### src/rtl/io_hub_mc.sv
// io_hub_mc: bridges the CPU inp/out request-acknowledge handshakes to N_CH
// device channels. Each channel has an RX FIFO (device to CPU) and a TX FIFO
// (CPU to device).
// Optional build macro IO_TIMEOUT_EN adds a stall timeout. A timed-out transfer
// is acknowledged with err=1.
module io_hub_mc #(
  parameter int unsigned DATA_W     = 16,
  parameter int unsigned N_CH       = 4,
  parameter int unsigned FIFO_DEPTH = 8,
  parameter int unsigned TIMEOUT    = 255,
  localparam int unsigned CH_W      = (N_CH > 1) ? $clog2(N_CH) : 1
) (
  input  logic                   clk,
  input  logic                   rst_b,
  input  logic                   inp_req,
  input  logic [CH_W-1:0]        inp_ch,
  output logic [DATA_W-1:0]      inp_data,
  output logic                   inp_ack,
  input  logic                   out_req,
  input  logic [CH_W-1:0]        out_ch,
  input  logic [DATA_W-1:0]      out_data,
  output logic                   out_ack,
  output logic                   err,
  input  logic [N_CH-1:0]        dev_in_valid,
  input  logic [N_CH*DATA_W-1:0] dev_in_data,
  output logic [N_CH-1:0]        dev_in_ready,
  output logic [N_CH-1:0]        dev_out_valid,
  output logic [N_CH*DATA_W-1:0] dev_out_data,
  input  logic [N_CH-1:0]        dev_out_ready
);

  localparam int unsigned PTR_W = $clog2(FIFO_DEPTH);
  localparam int unsigned CNT_W = PTR_W + 1;

  typedef enum logic [2:0] {
    IDLE    = 3'd0,
    RD_WAIT = 3'd1,
    RD_ACK  = 3'd2,
    WR_WAIT = 3'd3,
    WR_ACK  = 3'd4,
    RELEASE = 3'd5
  } state_e;

  state_e              state_q, state_d;
  logic [CH_W-1:0]     ch_q, ch_d;
  logic [DATA_W-1:0]   wdata_q, wdata_d;
  logic                rd_q, rd_d;
  logic [DATA_W-1:0]   inp_data_q, inp_data_d;
  logic                inp_ack_q, inp_ack_d;
  logic                out_ack_q, out_ack_d;
  logic                err_q, err_d;

  logic [N_CH-1:0]     rx_full, rx_empty, tx_full, tx_empty;
  logic [DATA_W-1:0]   rx_head [N_CH];
  logic [N_CH-1:0]     rx_pop_c, tx_push_c;

  logic                sel_rx_empty, sel_tx_full;
  logic [DATA_W-1:0]   sel_rx_head;
  logic [N_CH-1:0]     ch_hot;

`ifdef IO_TIMEOUT_EN
  localparam int unsigned TO_W = $clog2(TIMEOUT + 1);
  logic [TO_W-1:0]     tmo_q, tmo_d;
  logic [TO_W-1:0]     tmo_inc;
  logic                tmo_expired;
  assign tmo_inc     = tmo_q + TO_W'(1);
  assign tmo_expired = (tmo_inc == TO_W'(TIMEOUT));
`endif

  // Per-channel RX and TX FIFOs
  for (genvar c = 0; c < N_CH; c++) begin : g_ch
    logic [DATA_W-1:0] rx_mem_q [FIFO_DEPTH];
    logic [DATA_W-1:0] tx_mem_q [FIFO_DEPTH];
    logic [PTR_W-1:0]  rx_wp_q, rx_wp_d, rx_rp_q, rx_rp_d;
    logic [PTR_W-1:0]  tx_wp_q, tx_wp_d, tx_rp_q, tx_rp_d;
    logic [CNT_W-1:0]  rx_cnt_q, rx_cnt_d, tx_cnt_q, tx_cnt_d;
    logic              rx_push, rx_pop, tx_push, tx_pop;

    assign rx_full[c]  = (rx_cnt_q == CNT_W'(FIFO_DEPTH));
    assign rx_empty[c] = (rx_cnt_q == '0);
    assign tx_full[c]  = (tx_cnt_q == CNT_W'(FIFO_DEPTH));
    assign tx_empty[c] = (tx_cnt_q == '0);

    // Ready looks only at the registered count, so a full FIFO never takes a push
    assign rx_push = dev_in_valid[c] & ~rx_full[c];
    assign rx_pop  = rx_pop_c[c];
    assign tx_push = tx_push_c[c];
    assign tx_pop  = dev_out_ready[c] & ~tx_empty[c];

    assign rx_head[c]                        = rx_mem_q[rx_rp_q];
    assign dev_in_ready[c]                   = ~rx_full[c];
    assign dev_out_valid[c]                  = ~tx_empty[c];
    assign dev_out_data[c*DATA_W +: DATA_W]  = tx_mem_q[tx_rp_q];

    // Pointer and count next-state; pointers wrap naturally at FIFO_DEPTH
    always_comb begin
      rx_wp_d  = rx_push ? rx_wp_q + PTR_W'(1) : rx_wp_q;
      rx_rp_d  = rx_pop  ? rx_rp_q + PTR_W'(1) : rx_rp_q;
      rx_cnt_d = rx_cnt_q + CNT_W'(rx_push) - CNT_W'(rx_pop);
      tx_wp_d  = tx_push ? tx_wp_q + PTR_W'(1) : tx_wp_q;
      tx_rp_d  = tx_pop  ? tx_rp_q + PTR_W'(1) : tx_rp_q;
      tx_cnt_d = tx_cnt_q + CNT_W'(tx_push) - CNT_W'(tx_pop);
    end

    // Pointer and count registers
    always_ff @(posedge clk) begin
      if (rst_b) begin
        rx_wp_q  <= '0;
        rx_rp_q  <= '0;
        rx_cnt_q <= '0;
        tx_wp_q  <= '0;
        tx_rp_q  <= '0;
        tx_cnt_q <= '0;
      end else begin
        rx_wp_q  <= rx_wp_d;
        rx_rp_q  <= rx_rp_d;
        rx_cnt_q <= rx_cnt_d;
        tx_wp_q  <= tx_wp_d;
        tx_rp_q  <= tx_rp_d;
        tx_cnt_q <= tx_cnt_d;
      end
    end

    // Storage arrays; contents are don't-care while the count is zero
    always_ff @(posedge clk) begin
      if (rx_push) rx_mem_q[rx_wp_q] <= dev_in_data[c*DATA_W +: DATA_W];
      if (tx_push) tx_mem_q[tx_wp_q] <= wdata_q;
    end
  end

  // Status of the latched channel; out-of-range channels look empty and full
  always_comb begin
    sel_rx_empty = 1'b1;
    sel_tx_full  = 1'b1;
    sel_rx_head  = '0;
    ch_hot       = '0;
    for (int unsigned c = 0; c < N_CH; c++) begin
      if (ch_q == CH_W'(c)) begin
        sel_rx_empty = rx_empty[c];
        sel_tx_full  = tx_full[c];
        sel_rx_head  = rx_head[c];
        ch_hot[c]    = 1'b1;
      end
    end
  end

  // Transfer FSM next-state and outputs
  always_comb begin
    state_d    = state_q;
    ch_d       = ch_q;
    wdata_d    = wdata_q;
    rd_d       = rd_q;
    inp_data_d = inp_data_q;
    inp_ack_d  = 1'b0;
    out_ack_d  = 1'b0;
    err_d      = 1'b0;
    rx_pop_c   = '0;
    tx_push_c  = '0;
`ifdef IO_TIMEOUT_EN
    tmo_d      = tmo_q;
`endif
    case (state_q)
      IDLE: begin
        if (inp_req) begin
          ch_d    = inp_ch;
          rd_d    = 1'b1;
          state_d = RD_WAIT;
`ifdef IO_TIMEOUT_EN
          tmo_d   = '0;
`endif
        end else if (out_req) begin
          ch_d    = out_ch;
          wdata_d = out_data;
          rd_d    = 1'b0;
          state_d = WR_WAIT;
`ifdef IO_TIMEOUT_EN
          tmo_d   = '0;
`endif
        end
      end
      RD_WAIT: begin
        if (!sel_rx_empty) begin
          rx_pop_c   = ch_hot;
          inp_data_d = sel_rx_head;
          inp_ack_d  = 1'b1;
          state_d    = RD_ACK;
        end
`ifdef IO_TIMEOUT_EN
        else if (tmo_expired) begin
          inp_data_d = '0;
          inp_ack_d  = 1'b1;
          err_d      = 1'b1;
          state_d    = RD_ACK;
        end else begin
          tmo_d = tmo_inc;
        end
`endif
      end
      RD_ACK:  state_d = RELEASE;
      WR_WAIT: begin
        if (!sel_tx_full) begin
          tx_push_c = ch_hot;
          out_ack_d = 1'b1;
          state_d   = WR_ACK;
        end
`ifdef IO_TIMEOUT_EN
        else if (tmo_expired) begin
          out_ack_d = 1'b1;
          err_d     = 1'b1;
          state_d   = WR_ACK;
        end else begin
          tmo_d = tmo_inc;
        end
`endif
      end
      WR_ACK:  state_d = RELEASE;
      RELEASE: begin
        if (rd_q ? !inp_req : !out_req) state_d = IDLE;
      end
      default: state_d = IDLE;
    endcase
  end

  // Transfer FSM registers
  always_ff @(posedge clk) begin
    if (rst_b) begin
      state_q    <= IDLE;
      ch_q       <= '0;
      wdata_q    <= '0;
      rd_q       <= 1'b0;
      inp_data_q <= '0;
      inp_ack_q  <= 1'b0;
      out_ack_q  <= 1'b0;
      err_q      <= 1'b0;
    end else begin
      state_q    <= state_d;
      ch_q       <= ch_d;
      wdata_q    <= wdata_d;
      rd_q       <= rd_d;
      inp_data_q <= inp_data_d;
      inp_ack_q  <= inp_ack_d;
      out_ack_q  <= out_ack_d;
      err_q      <= err_d;
    end
  end

`ifdef IO_TIMEOUT_EN
  // Stall counter register
  always_ff @(posedge clk) begin
    if (rst_b) tmo_q <= '0;
    else       tmo_q <= tmo_d;
  end
`endif

  assign inp_data = inp_data_q;
  assign inp_ack  = inp_ack_q;
  assign out_ack  = out_ack_q;
  assign err      = err_q;

endmodule

### config.mk
export PLATFORM = sky130hd
export DESIGN_NAME = io_hub_mc
export DESIGN_NICKNAME = d
export VERILOG_FILES = /design/src/rtl/io_hub_mc.sv
export SDC_FILE = /design/constraint.sdc
export NUM_CORES = 1
export LEC_CHECK = 0
export ABC_CLOCK_PERIOD_IN_PS = 7050
export CORE_MARGIN = 2
export CORE_UTILIZATION = 45
export CTS_CLUSTER_DIAMETER = 80
export DETAILED_ROUTE_END_ITERATION = 8
export SLEW_MARGIN = 5
export SYNTH_ARGS = -nofsm -noshare
export SYNTH_HDL_FRONTEND = slang
export SYNTH_SLANG_ARGS = --single-unit
### constraint.sdc
create_clock -name clk -period 7.05 [get_ports clk]
set_input_delay 1.7625 -clock clk [delete_from_list [all_inputs] [get_ports clk]]
set_output_delay 1.7625 -clock clk [all_outputs]
set_load 0.005 [all_outputs]
==> impl_results.md, run 1 <==
* Busiest layer in global routing: met2
* DRT Pass-1 Iters at 5
* Largest net degree at the start of global routing at between 50 and 60
* Hold WC Path Type: flip-flop to flip-flop
* CP max FO at 32
* Post-synthesis async set-or-reset flop share at 0
* Die Y at roughly 320 um
* Area Growth Syn to Fin at 17.1%
* Slowest stage cell on the critical path: mux4_2
* TritonCTS buffer count at roughly 120
* Max Cap Viol at 0
* Crit. End Element: output pin
* Synth warn at 0
* Hpwl dp at 61.0 mm
* Routed len/inst at between 20 and 25 um
* Die width at around 320 um
* Die area at between 0.1 and 0.15 sq mm
* Arr. time, crit path at between 2 and 3 ns
* Met2 Use GR at 0.328
* Slew headroom at 0.171
* Cell Rows at ~120
* Setup violators final at 0
* Fin nets at ~2800
* Initial DRC Count at between 2000 and 2500
* Post-CTS Hold Buffers at 0
* Worst Path Required at 5.29 ns
* Fmax at 0.213 GHz
* Worst skew pair latency at around 0.7 ns
* Total grt overflow at 0
* Worst Clk Skew at around 0.024 ns
* Clk buf depth at 3
* Vias at 22466
* Final Critical Period at about 4.7 ns
* Reg2reg start: ch_q[0]
* GRT Overall Usage at 0.195
* Vias in the first global route at around 23000
* Buf/Inv on CP at 2
* RSZ-0062 raised after global routing: no
* Placer Congestion at 0.759
* Io pins at 187
* Layout fillers at ~7800
* Worst-Margin Slew at 1.24 ns
* CTS root buf: clkbuf_16
* Setup Crit Path Kind: flip-flop to output pin
* Post-Syn Nets at between 2000 and 3000
* TNS Setup at 0 ns
* CTS tree: built
* Seq/Total Area, Yosys at 0.739
* Post-cts resize count at 0
* Worst-path cell chain: buf_4, mux4_2, mux2_2, clkdlybuf4s50_1
* Global routing usage on met1 at 0.256
* Main synth FF type: edfxtp_1
* Crit share post-route at 0.666
* Crit start category: flip-flop
* Final core utilization at 0.532
* Pins over their slew limit at 0
* EDFF count, synth at 1024
* Core area at ~0.10 sq mm
* Pwr Density at 343 mW/mm^2
* Status: finished, final reports clean
* M3 GR Usage at 0.0347
* VDD IR max at about 0.00029 V
* DRT Wirelength at between 90 and 100 mm
* Leak Pwr at approximately 17 nW
* Layout cells sized above 1 at 0.241
* Initial core utilization at 0.454
* Placed Cells at roughly 3800
* First-pass GRT wire length at between 100 and 150 mm
* Avg Cell Area, Syn at between 15 and 20 sq um
* Cell area after synthesis at 0.0455 sq mm
* PortBufs at around 190
* CTS Sinks at 1168
* Finished Layout Cells at just over 4000
* Setup bufs post-CTS at 0
* Final Hold Fails at 0
* Most common cell after layout, fill and taps aside: edfxtp_1
* Post-synth cell types at 57
* Flops & latches, synth at roughly 1200
* Min-delay src: wdata_q[2]
* Mapped Cells at 2407
* Initial antenna violation count at 7
* Reg clk slew, reported paths at 0.06 ns
* H-Tree Depth at 3
* Largest delay share family, worst path: buffers and inverters
* CP max stage delay at around 0.59 ns
* # DRC at 0
* Via density at ~5.5
* Commonest non-fill, non-tap cells in the layout: edfxtp_1 (1024), mux4_2 (227), clkdlybuf4s50_1 (184)
* Final ANT Viol Nets at 0
metal layers:
metal,share of wire,routed length (um),vias up
met4,0.028,2800,2
met2,0.51,50400,565
met1,0.41,40600,11652
met3,0.059,5900,143
met5,0.00012,12,-
li1,-,-,10104
worst paths after layout:
path / to / slack, ns / cells past startpoint
max: dev_out_data[23] / 2.35 / 4
min: wdata_q[2] / 0.47 / 2
max reg2reg: g_ch[2].rx_cnt_q[3] / 3.50 / 10
min reg2reg: wdata_q[2] / 0.47 / 2
final cells by class:
cell class | instances | area [sq um] | share of cell area
Antenna cell | 5 | 12.5 | 0.000235
Sequential cell | 1168 | 33600 | 0.631
Multi-Input combinational cell | 1062 | 11300 | 0.213
Tap cell | 1298 | 1620 | 0.0305
Timing Repair Buffer | 249 | 2330 | 0.0437
Clock inverter | 70 | 831 | 0.0156
Clock buffer | 156 | 3280 | 0.0615
Inverter | 62 | 233 | 0.00437
metrics by stage:
step | setup slack, ns | power, mW | cell area, sq um | hold WS [ns]
after detailed placement | 2.94 | 12.0 | 49200 | 0.455
after global placement | 2.96 | 11.9 | 49200 | 0.449
after global routing | 2.20 | 19.1 | 53300 | 0.481
after CTS | 2.22 | 18.5 | 53300 | 0.463
final | 2.35 | 18.3 | 53300 | 0.466
after floorplan | 3.11 | 10.6 | 45500 | 0.454
power by group:
group          leakage, nW  switching [mW]  internal, mW  total [mW]
Sequential            10.5           0.306          7.96        8.27
Clock                 2.02            2.62          3.90        6.51
Combinational         4.39            1.82          1.68        3.50
Total                 17.0            4.75          13.5        18.3
flip-flops by register name (all words and copies together) (netlist names), 2 cells and up, named ones only:
| name | cells |
|---|---|
| g_ch.rx_mem_q | 512 |
| g_ch.tx_mem_q | 512 |
| g_ch.rx_cnt_q | 16 |
| g_ch.tx_cnt_q | 16 |
| inp_data | 16 |
| wdata_q | 16 |
| g_ch.rx_rp_q | 12 |
| g_ch.rx_wp_q | 12 |
| g_ch.tx_rp_q | 12 |
| g_ch.tx_wp_q | 12 |
| state_q | 3 |
| ch_q | 2 |
worst register-to-register path, delay by kind of cell, from the launching register on:
family / cells / cell delay [ns]
AND/OR/NAND/NOR: 5 / 1.75
XOR/XNOR: 1 / 0.14
adder cells (fa/ha/maj): 1 / 0.35
AO/OA/AOI/OAI: 3 / 0.57
flip-flops: 1 / 0.62
synth_stat cells (4+ instances only):
master	count	area, sq um
dfxtp_1	144	2880
o21ai_0	13	65.1
inv_2	4	15.0
mux2i_1	53	531
inv_1	58	218
a21oi_1	74	370
mux4_2	227	5110
mux2_2	118	1330
a31oi_1	4	25.0
nand4_1	4	25.0
nand2b_1	26	163
o31ai_1	4	30.0
nor3b_1	4	30.0
buf_2	39	195
or3_1	8	50.1
edfxtp_1	1024	30700
buf_6	6	67.6
o22ai_1	41	257
a21o_1	9	67.6
ha_1	60	751
xor2_1	20	175
nor4_1	19	119
buf_1	9	33.8
clkbuf_1	50	188
nor3_1	54	270
fa_1	8	160
nand2_1	92	345
nand3_1	29	145
nor2_1	131	492
buf_4	9	67.6
xnor2_1	15	131
or4_1	4	30.0
nor2b_1	16	100
kinds of logic after synthesis:
family                   share of synthesized area
AO/OA/AOI/OAI                               0.0221
XOR/XNOR                                   0.00674
adder cells (fa/ha/maj)                     0.0200
buffers and inverters                       0.0177
flip-flops                                   0.739
multiplexers                                 0.153
other                                    0.0000824
AND/OR/NAND/NOR                             0.0411
Power figures use the tool's default switching activity.
==> run 2: changes to the inputs <==
--- a/config.mk
+++ b/config.mk
@@ -5,7 +5,7 @@
 export SDC_FILE = /design/constraint.sdc
 export NUM_CORES = 1
 export LEC_CHECK = 0
-export ABC_CLOCK_PERIOD_IN_PS = 7050
+export ABC_CLOCK_PERIOD_IN_PS = 3800
 export CORE_MARGIN = 2
 export CORE_UTILIZATION = 45
 export CTS_CLUSTER_DIAMETER = 80
==> constraint.sdc (replaced) <==
create_clock -name clk -period 3.8 [get_ports clk]
set_input_delay 0.95 -clock clk [delete_from_list [all_inputs] [get_ports clk]]
set_output_delay 0.95 -clock clk [all_outputs]
set_load 0.005 [all_outputs]
==> impl_results.md, run 2 (synthesized netlist as in run 1, its figures left out) <==
* Vias at 22688 (+0.99%)
* # DRC at 0 (unchanged)
* Cell Rows at 116 (unchanged)
* PortBufs at 185 (unchanged)
* CTS tree: built
* Worst skew pair latency at 0.72 ns (about the same)
* Die area at 0.104 sq mm (unchanged)
* Hold WC Path Type: flip-flop to flip-flop
* Arr. time, crit path at 2.70 ns (-0.23 ns)
* Max Cap Viol at 0 (unchanged)
* Final ANT Viol Nets at 0 (unchanged)
* TNS Setup at 0 ns (unchanged)
* TritonCTS buffer count at 120 (+0.84%)
* Pwr Total at 33.7 mW (+84%)
* Leak Pwr at 17.3 nW (+1.7%)
* Placement Setup Slack at 0.665 ns (-2.28 ns)
* Final Hold Fails at 0 (unchanged)
* Fin nets at 2881 (+1.9%)
* Layout fillers at 7817 (-0.089%)
* GRT Overall Usage at 0.197 (+0.00240)
* DRT Pass-1 Iters at 7 (+2)
* Pwr Density at 629 mW/mm^2 (+83%)
* Die Y at 322 um (unchanged)
* Final core utilization at 0.535 (+0.00246)
* Via density at 5.50 (-0.29%)
* Total grt overflow at 0 (unchanged)
* Crit share post-route at 0.961
* Routed len/inst at 24.6 um (+0.28%)
* Status: finished, final reports clean
* Post-CTS Hold Buffers at 0 (unchanged)
* VDD IR max at 0.000413 V (+43%)
* Clk buf depth at 3 (unchanged)
* First-pass GRT wire length at 150 mm (+1.6%)
* Setup violators final at 0 (unchanged)
* Fmax at 0.274 GHz
* Crit. End Element: output pin
* Worst Clk Skew at 0.0540 ns (+0.0305 ns)
* DRT Wirelength at 101 mm (+1.6%)
* Core area at 0.100 sq mm (unchanged)
* RSZ-0062 raised after global routing: no
* Initial DRC Count at 1698 (-15%)
* Placed Cells at 3888 (+1.3%)
* Area Growth Syn to Fin at 17.7%
* Final Critical Period at roughly 3.7 ns
* Most common cell after layout, fill and taps aside: edfxtp_1
* Top Registers: g_ch.rx_mem_q: 512 flops, g_ch.tx_mem_q: 512 flops
* Io pins at 187 (unchanged)
* Initial core utilization at 0.454 (unchanged)
* Die width at 322 um (unchanged)
* CTS root buf: clkbuf_16
* Largest net degree at the start of global routing at 69 (+19%)
* CP max FO at 13 (-59%)
* Initial antenna violation count at 14 (+7)
* Setup slack after layout at 0.149 ns (-2.20 ns)
* Crit start category: flip-flop
* Layout cells sized above 1 at 0.247 (+0.00583)
* Finished Layout Cells at 4122 (+1.3%)
* CTS Sinks at 1168 (unchanged)
* Slew headroom at 0.172 (+0.000559)
* Vias in the first global route at 23587 (+1.1%)
* Worst-Margin Slew at 1.24 ns (-0.000838 ns)
* Setup Crit Path Kind: flip-flop to output pin
* Worst Path Required at 2.85 ns (-2.44 ns)
* Reg clk slew, reported paths at 0.06 ns (about the same)
* Commonest non-fill, non-tap cells in the layout: edfxtp_1 (1024), mux4_2 (227), clkdlybuf4s50_1 (184)
* Placer Congestion at 0.786 (+3.6%)
* Hpwl dp at 61.5 mm (+0.94%)
* H-Tree Depth at 3 (unchanged)
* Pins over their slew limit at 0 (unchanged)
run 2: cell count changes in the layout (fill, tap and decap cells not counted), sizes merged:
cell and delta:
buf +53, bufinv -5, clkbuf +3, clkinv -1, clkinvlp +7, inv -5
run 2: stage by stage:
step	cell area, sq um	hold WS (ns)
2_1_floorplan	45500	0.454
3_3_place_gp	49500	0.452
3_5_place_dp	49500	0.451
4_1_cts	53500	0.459
5_1_grt	53500	0.478
6_report	53600	0.459
run 2: cell type report:
class | instances | area [sq um] | share of cell area
antenna | 5 | 12.5 | 0.000234
clock buffer | 158 | 3250 | 0.0606
clock inverter | 66 | 742 | 0.0139
inverter | 62 | 233 | 0.00435
multi-input combinational | 1062 | 11200 | 0.209
sequential | 1168 | 33600 | 0.628
tap | 1298 | 1620 | 0.0303
timing repair buffer | 303 | 2850 | 0.0532
run 2: metal layers:
layer | vias up | track usage | share of wire
met5 | - | 0 | 0.0010
met4 | 16 | 0.0543 | 0.020
met3 | 141 | 0.0361 | 0.057
met2 | 578 | 0.340 | 0.51
met1 | 11769 | 0.256 | 0.41
li1 | 10184 | - | -
run 2: worst max-delay path: stages (launching register included):
cell and delay (ns):
dfxtp_4 0.48, buf_16 0.21, mux4_2 0.50, mux2_2 0.31, clkdlybuf4s50_1 0.47
run 2: path summary, 6_finish.rpt:
check,from,to,slack (ns),cells past startpoint
setup / recovery,flip-flop,dev_out_data[12],0.15,4
hold / removal,wdata_q[3],wdata_q[3],0.46,2
setup reg to reg,ch_q[0],g_ch[3].rx_cnt_q[2],0.93,10
hold reg to reg,wdata_q[3],wdata_q[3],0.46,2
run 2: power breakdown:
part           total, mW  switching (mW)  internal [mW]  leakage, nW
clock               11.7            4.87           6.84         1.92
combinational       6.74            3.46           3.28         4.78
sequential          15.2           0.469           14.8         10.5
total               33.7            8.80           24.9         17.3
run 2: what timing repair did:
action	CTS	global route
setup endpoints to repair	24	13
buffers inserted	0	4
resized for setup	2	1
pin swaps	0	0
gates cloned	0	1
==> run 3: changes to the inputs <==
--- a/config.mk
+++ b/config.mk
@@ -10,6 +10,7 @@
 export CORE_UTILIZATION = 45
 export CTS_CLUSTER_DIAMETER = 80
 export DETAILED_ROUTE_END_ITERATION = 8
+export SKIP_CTS_REPAIR_TIMING = 1
 export SLEW_MARGIN = 5
 export SYNTH_ARGS = -nofsm -noshare
 export SYNTH_HDL_FRONTEND = slang
==> impl_results.md, run 3 (synthesized netlist as in run 1, its figures left out) <==
* Status: finished, final reports clean
* Vias in the first global route at 23579 (-0.034%)
* Largest net degree at the start of global routing at 69 (unchanged)
* RSZ-0062 raised after global routing: no
* Most common cell after layout, fill and taps aside: edfxtp_1
* Slew headroom at 0.174 (+0.00181)
* Setup slack after layout at 0.149 ns (-0.000199 ns)
* Initial DRC Count at 1725 (+1.6%)
* Slowest stage cell on the critical path: mux4_2
* Layout cells sized above 1 at 0.247 (unchanged)
* Total grt overflow at 0 (unchanged)
* Crit. End Element: output pin
* Worst Path Required at 2.85 ns (about the same)
* CTS Sinks at 1168 (unchanged)
* Area Growth Syn to Fin at 17.7% (unchanged)
* Reg clk slew, reported paths at 0.06 ns (about the same)
* Die Y at 322 um (unchanged)
* # DRC at 0 (unchanged)
* Fin nets at 2881 (unchanged)
* Crit start category: flip-flop
* Final ANT Viol Nets at 0 (unchanged)
* Fmax at 0.274 GHz (about the same)
* Final core utilization at 0.535 (unchanged)
* PortBufs at 185 (unchanged)
* Pwr Total at 33.7 mW (about the same)
* Top Registers: g_ch.rx_mem_q: 512 flops, g_ch.tx_mem_q: 512 flops
* Via density at 5.52 (+0.26%)
* Setup violators final at 0 (unchanged)
* Cell Rows at 116 (unchanged)
* Leak Pwr at 17.3 nW (unchanged)
* Hpwl dp at 61.5 mm (unchanged)
* TritonCTS buffer count at 120 (unchanged)
* CP max stage delay at 0.50 ns (about the same)
* H-Tree Depth at 3 (unchanged)
* Worst-Margin Slew at 1.24 ns (-0.00270 ns)
* Arr. time, crit path at 2.70 ns (about the same)
* Max Cap Viol at 0 (unchanged)
* Worst skew pair latency at 0.72 ns (about the same)
* Placement Setup Slack at 0.665 ns (unchanged)
* Routed len/inst at 24.6 um (about the same)
* Vias at 22748 (+0.26%)
* Pwr Density at 629 mW/mm^2 (about the same)
* Worst-path cell chain: buf_16, mux4_2, mux2_2, clkdlybuf4s50_1
* CP max FO at 13 (unchanged)
* Initial core utilization at 0.454 (unchanged)
* Io pins at 187 (unchanged)
* Pins over their slew limit at 0 (unchanged)
* First-pass GRT wire length at 150 mm (about the same)
* Initial antenna violation count at 14 (unchanged)
* Setup Crit Path Kind: flip-flop to output pin
* VDD IR max at 0.000413 V (about the same)
* Final Hold Fails at 0 (unchanged)
* Die width at 322 um (unchanged)
* Core area at 0.100 sq mm (unchanged)
* GRT Overall Usage at 0.197 (about the same)
* DRT Pass-1 Iters at 5 (-2)
* Clk buf depth at 3 (unchanged)
* CTS root buf: clkbuf_16
* CTS tree: built
* DRT Wirelength at 101 mm (about the same)
* Commonest non-fill, non-tap cells in the layout: edfxtp_1 (1024), mux4_2 (227), clkdlybuf4s50_1 (184)
* Worst Clk Skew at 0.0559 ns (+0.00190 ns)
* Crit share post-route at 0.961 (about the same)
* Final Critical Period at 3.65 ns (+0.000199 ns)
* Hold WC Path Type: flip-flop to flip-flop
* Placer Congestion at 0.786 (unchanged)
* Die area at 0.104 sq mm (unchanged)
run 3: cell counts in the layout (fill, tap and decap cells not counted):
No cell type changed its count.
run 3: report_power, final:
| part | internal (mW) | switching (mW) | total, mW |
|---|---|---|---|
| sequential | 14.8 | 0.469 | 15.2 |
| combinational | 3.28 | 3.46 | 6.74 |
| clock | 6.84 | 4.87 | 11.7 |
| total | 24.9 | 8.80 | 33.7 |
run 3: area by class of cell:
type                    count  area (sq um)
inverters                  62           233
clock inverters            66           742
fillers                  7817         46600
flip-flops and latches   1168         33600
clock buffers             158          3250
well taps                1298          1620
multi-input cells        1062         11200
diodes                      5          12.5
repair buffers            303          2850
run 3: critical path, delay by kind of cell (launching register included):
kind | cells | cell delay, ns
flip-flops | 1 | 0.48
buffers and inverters | 2 | 0.68
multiplexers | 2 | 0.81
run 3: path summary, 6_finish.rpt:
path / depth (start not counted) / startpoint / slack (ns) / to
max: 4 / flip-flop / 0.15 / dev_out_data[12]
min: 2 / wdata_q[3] / 0.46 / wdata_q[3]
max reg2reg: 10 / ch_q[0] / 0.92 / g_ch[3].rx_cnt_q[2]
min reg2reg: 2 / wdata_q[3] / 0.46 / wdata_q[3]
run 3: metrics by stage:
step / hold slack [ns] / TNS [ns] / area (sq um) / cells
2_1_floorplan: 0.454 / 0 / 45500 / 2407
3_3_place_gp: 0.452 / 0 / 49500 / 3888
3_5_place_dp: 0.451 / 0 / 49500 / 3888
4_1_cts: 0.459 / -1.51 / 53500 / 4112
5_1_grt: 0.478 / 0 / 53500 / 4120
6_report: 0.459 / 0 / 53600 / 4122
run 3: routing by layer:
layer | global-route usage | share of wire
met5 | 0 | 0.0010
met4 | 0.0543 | 0.021
met3 | 0.0361 | 0.057
met2 | 0.340 | 0.51
met1 | 0.256 | 0.41
